## config.mk

```make
export PLATFORM = sky130hd
export DESIGN_NAME = uart_transmitter
export DESIGN_NICKNAME = d
export VERILOG_FILES = /design/src/rtl/uart_pkg.sv /design/src/rtl/uart_transmitter.sv
export SDC_FILE = /design/constraint.sdc
export NUM_CORES = 1
export LEC_CHECK = 0
export BUFFER_PORTS_ARGS = -buffer_cell sky130_fd_sc_hd__buf_4
export CAP_MARGIN = 0
export CORE_UTILIZATION = 40
export CTS_CLUSTER_SIZE = 14
export DETAILED_ROUTE_END_ITERATION = 10
export GPL_ROUTABILITY_DRIVEN = 0
export SETUP_SLACK_MARGIN = 0.05
export SLEW_MARGIN = 10
export SYNTH_ARGS = -nofsm -noshare
export SYNTH_HDL_FRONTEND = slang
export SYNTH_SLANG_ARGS = --single-unit
```

## constraint.sdc

```tcl
create_clock -name clk -period 2.1 [get_ports clk]
set_input_delay 0.315 -clock clk [delete_from_list [all_inputs] [get_ports clk]]
set_output_delay 0.315 -clock clk [all_outputs]
set_load 0.05 [all_outputs]
```

## src/rtl/uart_pkg.sv

```systemverilog
// Shared UART definitions used by both the transmitter and the receiver.
package uart_pkg;

  localparam int SAMPLE               = 16;
  localparam int UART_CELL_TOTAL_BITS = 10;

  typedef enum logic [1:0] {
    IDLE  = 2'd0,
    START = 2'd1,
    DATA  = 2'd2,
    STOP  = 2'd3
  } uart_state_t;

endpackage

```

## src/rtl/uart_transmitter.sv

```systemverilog
// 8N1 UART transmitter, 16 clocks per bit; start bit on the line 1 clock after accept.
// One-entry holding register: tx_ready drops while it is full and the held byte is never overwritten.
import uart_pkg::*;

module uart_transmitter #(
  parameter int BAUD_RATE = 115200
) (
  input  logic       clk,
  input  logic       rst,
  input  logic [7:0] tx_data,
  input  logic       tx_valid,
  output logic       tx_ready,
  output logic       TxBit,
  output logic       tx_busy,
  output logic       tx_done_signal
);

  localparam logic [3:0] LAST_SAMPLE = 4'(SAMPLE - 1);

  uart_state_t state, state_nxt;
  logic [3:0]  sample_cnt, sample_cnt_nxt;
  logic [2:0]  bit_idx, bit_idx_nxt;
  logic [7:0]  shift_reg, shift_nxt;
  logic [7:0]  hold_dat;
  logic        hold_full, hold_full_nxt;
  logic        load_hold;
  logic        accept;
  logic        bit_end;
  logic        done_nxt;
  logic        tx_bit_nxt;

  assign accept  = tx_valid & tx_ready;
  assign bit_end = (sample_cnt == LAST_SAMPLE);
  assign tx_busy = (state != IDLE);

  always_comb begin
    state_nxt      = state;
    sample_cnt_nxt = sample_cnt + 4'd1;
    bit_idx_nxt    = bit_idx;
    shift_nxt      = shift_reg;
    load_hold      = 1'b0;
    done_nxt       = 1'b0;
    tx_bit_nxt     = 1'b1;

    case (state)
      IDLE: begin
        sample_cnt_nxt = 4'd0;
        if (hold_full) begin
          state_nxt = START;
          load_hold = 1'b1;
        end
      end
      START: begin
        if (bit_end) begin
          state_nxt   = DATA;
          bit_idx_nxt = 3'd0;
        end
      end
      DATA: begin
        if (bit_end) begin
          if (bit_idx == 3'd7) begin
            state_nxt = STOP;
          end else begin
            bit_idx_nxt = bit_idx + 3'd1;
            shift_nxt   = {1'b0, shift_reg[7:1]};
          end
        end
      end
      STOP: begin
        if (bit_end) begin
          done_nxt = 1'b1;
          // A waiting byte starts immediately so frames abut with no idle gap.
          if (hold_full) begin
            state_nxt = START;
            load_hold = 1'b1;
          end else begin
            state_nxt = IDLE;
          end
        end
      end
      default: state_nxt = IDLE;
    endcase

    if (load_hold) begin
      shift_nxt = hold_dat;
    end

    // accept and load_hold are exclusive: accept needs holding empty, load needs it full.
    if (accept) begin
      hold_full_nxt = 1'b1;
    end else if (load_hold) begin
      hold_full_nxt = 1'b0;
    end else begin
      hold_full_nxt = hold_full;
    end

    case (state_nxt)
      START:   tx_bit_nxt = 1'b0;
      DATA:    tx_bit_nxt = shift_nxt[0];
      default: tx_bit_nxt = 1'b1;
    endcase
  end

  always_ff @(posedge clk) begin
    if (rst) begin
      state          <= IDLE;
      sample_cnt     <= 4'd0;
      bit_idx        <= 3'd0;
      shift_reg      <= 8'd0;
      hold_dat       <= 8'd0;
      hold_full      <= 1'b0;
      tx_ready       <= 1'b0;
      TxBit          <= 1'b1;
      tx_done_signal <= 1'b0;
    end else begin
      state          <= state_nxt;
      sample_cnt     <= sample_cnt_nxt;
      bit_idx        <= bit_idx_nxt;
      shift_reg      <= shift_nxt;
      hold_full      <= hold_full_nxt;
      tx_ready       <= ~hold_full_nxt;
      TxBit          <= tx_bit_nxt;
      tx_done_signal <= done_nxt;
      if (accept) begin
        hold_dat <= tx_data;
      end
    end
  end

endmodule

```

==> out/summary.md <==
By startpoint and endpoint, the worst setup path is classified as flop to flop. The post-detailed-route count of antenna-violating nets was 0; the number of slew-limit violations in the final report was 0. Counting I/O delays and the setup requirement, the final critical path takes 1.759 ns. For this configuration, the core starts out at a cell density of 42.25%.

The number of gates given a new drive strength after cts was 0; the first-pass GRT wire length was 4140 µm. The cell sitting at the root of the clock tree is a clkbuf_4. The tools report the element type at the critical path end as a flop.

The top cell type by area accounts for 45.00% of the synthesized area. Setup repair after global routing left no endpoint under its margin. The run finished with clean final reports. For the aggregate global-route resource usage, the log shows 16.35%.

The number of filler instances in the final layout is 307. In the final layout, the share of cells above drive strength 1 is 22.37%. For the detailed-routing iteration count for the pre-antenna-repair pass, the log shows 4. Number of antenna violations at the first check in global routing: 0.

The run gives 0 as the leftover overflow at the end of global routing. After detailed routing, no signal wire sits above met4. Clock-pin transition on the worst setup and hold timing paths: 0.09 ns. After synthesis, the cell types taking the most area are dfxtp_1 45%, ha_1 7.8%, mux2i_1 7.0%. The routed wirelength normalized by instance count was 11.63 µm.

The post-route fraction of the period consumed by the critical path is 83.78%. Entering global routing, the biggest net connects 30 pins. The run gives 946 as the via count of the first global-routing pass. The nature of the critical path startpoint is a flop. The worst path meets setup with 0.3406 ns of slack.

The synthesized netlist cell count is 135. Cell area after synthesis: 1290 µm². The area growth from synthesis to layout is 15.62%.

During synthesis, Yosys emitted a total of 0 warnings. In this run the worst path has a maximum fanout of 15. The met2 layer wire length in the routed design came out at 1063 µm. The achievable clock frequency was 568.4 MHz. The actual transition at the worst max-transition pin works out to 0.4275 ns. Row generation in the floorplan step produced 20 rows.

The tools report the detailed placement HPWL as 1678 µm. The XOR/XNOR share of the synthesized area is 1.358%, and the unique cell type count in the Yosys netlist is 31. The synthesized-area fraction occupied by adder cells came out at 7.759%.

At the worst endpoint, the arrival time is 1.96 ns. The tools report the leakage power total as 0.5862 nW. The portion of synthesized area spent on multiplexers is 7.856%. The synthesized design contains 29 register bits. Final layout net count: 170. The count of max-cap constraint violations was 0. Initial detailed-routing violation count: 13. After detailed routing, the number of remaining DRC violations is 0. The number of buffers created by CTS came out at 5. The worst setup slack before clock tree synthesis was 0.3522 ns; the final hold violation count was 0. Headroom to the max-slew limit came out at 71.14%. Port buffering added 14 buffers. For the antenna diode instance count, the log shows 0.

TritonCTS built the clock tree. The die covers 3456 µm². The logs give 0 for the count of buffers added by post-CTS timing repair for setup and 126 µm for the sum of met3 wire segment lengths after detailed routing. Number of top-level pins: 15.

At the worst endpoint, the required time is 2.31 ns. The number of hold buffers added after CTS was 0. The routed length on met1 was 1064 µm.

Setup violations remaining at the end of the flow were counted as 0. The synthesized netlist devotes 16.88% of its cell area to compound gates. In this run the horizontal extent of the chip is 58.79 µm.

Summed over all layers, the routed wires come to 2280 µm. The run gives 29 as the number of clock sinks. The part of the Yosys area used for sequential elements came out at 45.00%.

The clock arrives with 0.01029 ns of skew. Each instance of the synthesized netlist takes up on average 9.555 µm². The tightest hold path in the finished design has a slack of 0.2421 ns. Dividing the detail-routed via count by the number of cells gives 4.985.

The post-route setup TNS was 0 ns. The maximum root-to-sink buffer count came out at 2. Dominant combinational cell family by area after synthesis: simple AND/OR/NAND/NOR gates. The number of vias in the routed layout is 977.

dfxtp_1 takes more of the synthesized area than any other cell. When the netlist entered floorplanning its net count stood at 154. The die outline height is 58.79 µm, and the simple-gate share of the synthesized area is 16.88%. The worst-case IR drop observed on VDD is 0.5183 mV. Dividing total power by cell area gives a power density of 741.2 nW/µm². The core region is 3053 µm². The worst hold path belongs to the class primary input to flop. The run gives 2 as the deepest level of the CTS H-tree. The run gives 0.32 ns as the clock network latency to the later pin of the worst-skew pair.
## path summary, 6_finish.rpt
kind                                    to                startpoint  depth (start not counted)  slack (ns)
setup / recovery          TxBit$_SDFF_PP1_  sample_cnt[0]$_SDFF_PP0_                          6        0.34
hold / removal    hold_dat[1]$_SDFFE_PP0P_                tx_data[1]                          3        0.24
setup reg to reg          TxBit$_SDFF_PP1_  sample_cnt[0]$_SDFF_PP0_                          6        0.34
hold reg to reg   hold_dat[5]$_SDFFE_PP0P_  hold_dat[5]$_SDFFE_PP0P_                          2        0.46
## layer usage
metal  global-route usage (%)  up-vias
met5                        0        -
met4                    7.823        0
met3                    6.154        4
met2                    25.97       26
met1                    19.43      445
li1                         -      502
## synthesized netlist by cell type
cell,number
nor2_1,17
ha_1,8
clkbuf_1,2
nand2_2,1
a41oi_1,1
a2111o_1,1
xor2_1,1
xnor2_1,1
mux2i_1,9
dfxtp_1,29
mux2_2,1
inv_1,5
nor3_1,3
a211oi_2,6
o21ai_0,2
o311ai_0,1
buf_2,2
nor3b_1,2
and2_1,1
buf_6,1
nor2b_1,2
a31oi_1,2
nor3_2,1
o32ai_1,1
and3_4,1
a211o_4,1
buf_4,1
a21oi_1,10
nand2_1,18
nand3_1,2
a22oi_1,2
## cells in the final DEF, fill, tap and decap left out, types with 2 or more instances in the layout
master / netlist / layout
mux2i_1: 9 / 9
ha_1: 8 / 8
a31oi_1: 2 / 2
o21ai_0: 2 / 2
nor2_1: 17 / 17
a21oi_1: 10 / 10
clkbuf_4: 0 / 5
clkbuf_8: 0 / 2
buf_4: 1 / 15
dfxtp_1: 29 / 29
nor3b_1: 2 / 2
nand2_1: 18 / 18
a22oi_1: 2 / 2
nor2b_1: 2 / 2
nor3_1: 3 / 3
inv_1: 5 / 5
a211oi_2: 6 / 6
nand3_1: 2 / 2
## power by group
part | switching, mW | internal (mW)
Sequential | 0.0142 | 0.575
Combinational | 0.0806 | 0.0541
Clock | 0.187 | 0.194
## logic make-up (layout without fill, tap and decap cells)
kind of cell | Yosys count | in the layout
AO/OA/AOI/OAI | 27 | 27
XOR/XNOR | 2 | 2
adder cells (fa/ha/maj) | 8 | 8
buffers and inverters | 11 | 28
flip-flops | 29 | 29
multiplexers | 10 | 10
AND/OR/NAND/NOR | 48 | 48
## stage by stage
step / total power, mW / utilization [%] / instance area, µm² / std cells
2_1_floorplan: 0.7006 / - / 1290 / 135
3_3_place_gp: 0.7338 / 46.56 / 1421 / 188
3_5_place_dp: 0.7378 / 46.56 / 1421 / 188
4_1_cts: 1.116 / 48.85 / 1491 / 196
5_1_grt: 1.162 / 48.85 / 1491 / 196
6_report: 1.105 / 48.85 / 1491 / 196
## final cells by class
| class | instances | area (µm²) | share of cell area (%) |
|---|---|---|---|
| Clock buffer | 7 | 65.06 | 4.362 |
| Clock inverter | 1 | 5.005 | 0.3356 |
| Inverter | 5 | 18.77 | 1.258 |
| Multi-Input combinational cell | 95 | 654.4 | 43.88 |
| Sequential cell | 29 | 580.6 | 38.93 |
| Tap cell | 44 | 55.05 | 3.691 |
| Timing Repair Buffer | 15 | 112.6 | 7.550 |
## worst max-delay path, stage by stage, from the launching register on
cell	delay [ns]
dfxtp_1	0.36
ha_1	0.25
and3_4	0.23
nand2_2	0.06
a211o_4	0.43
mux2i_1	0.22
a31oi_1	0.10
(Power assumes the default switching activity.)
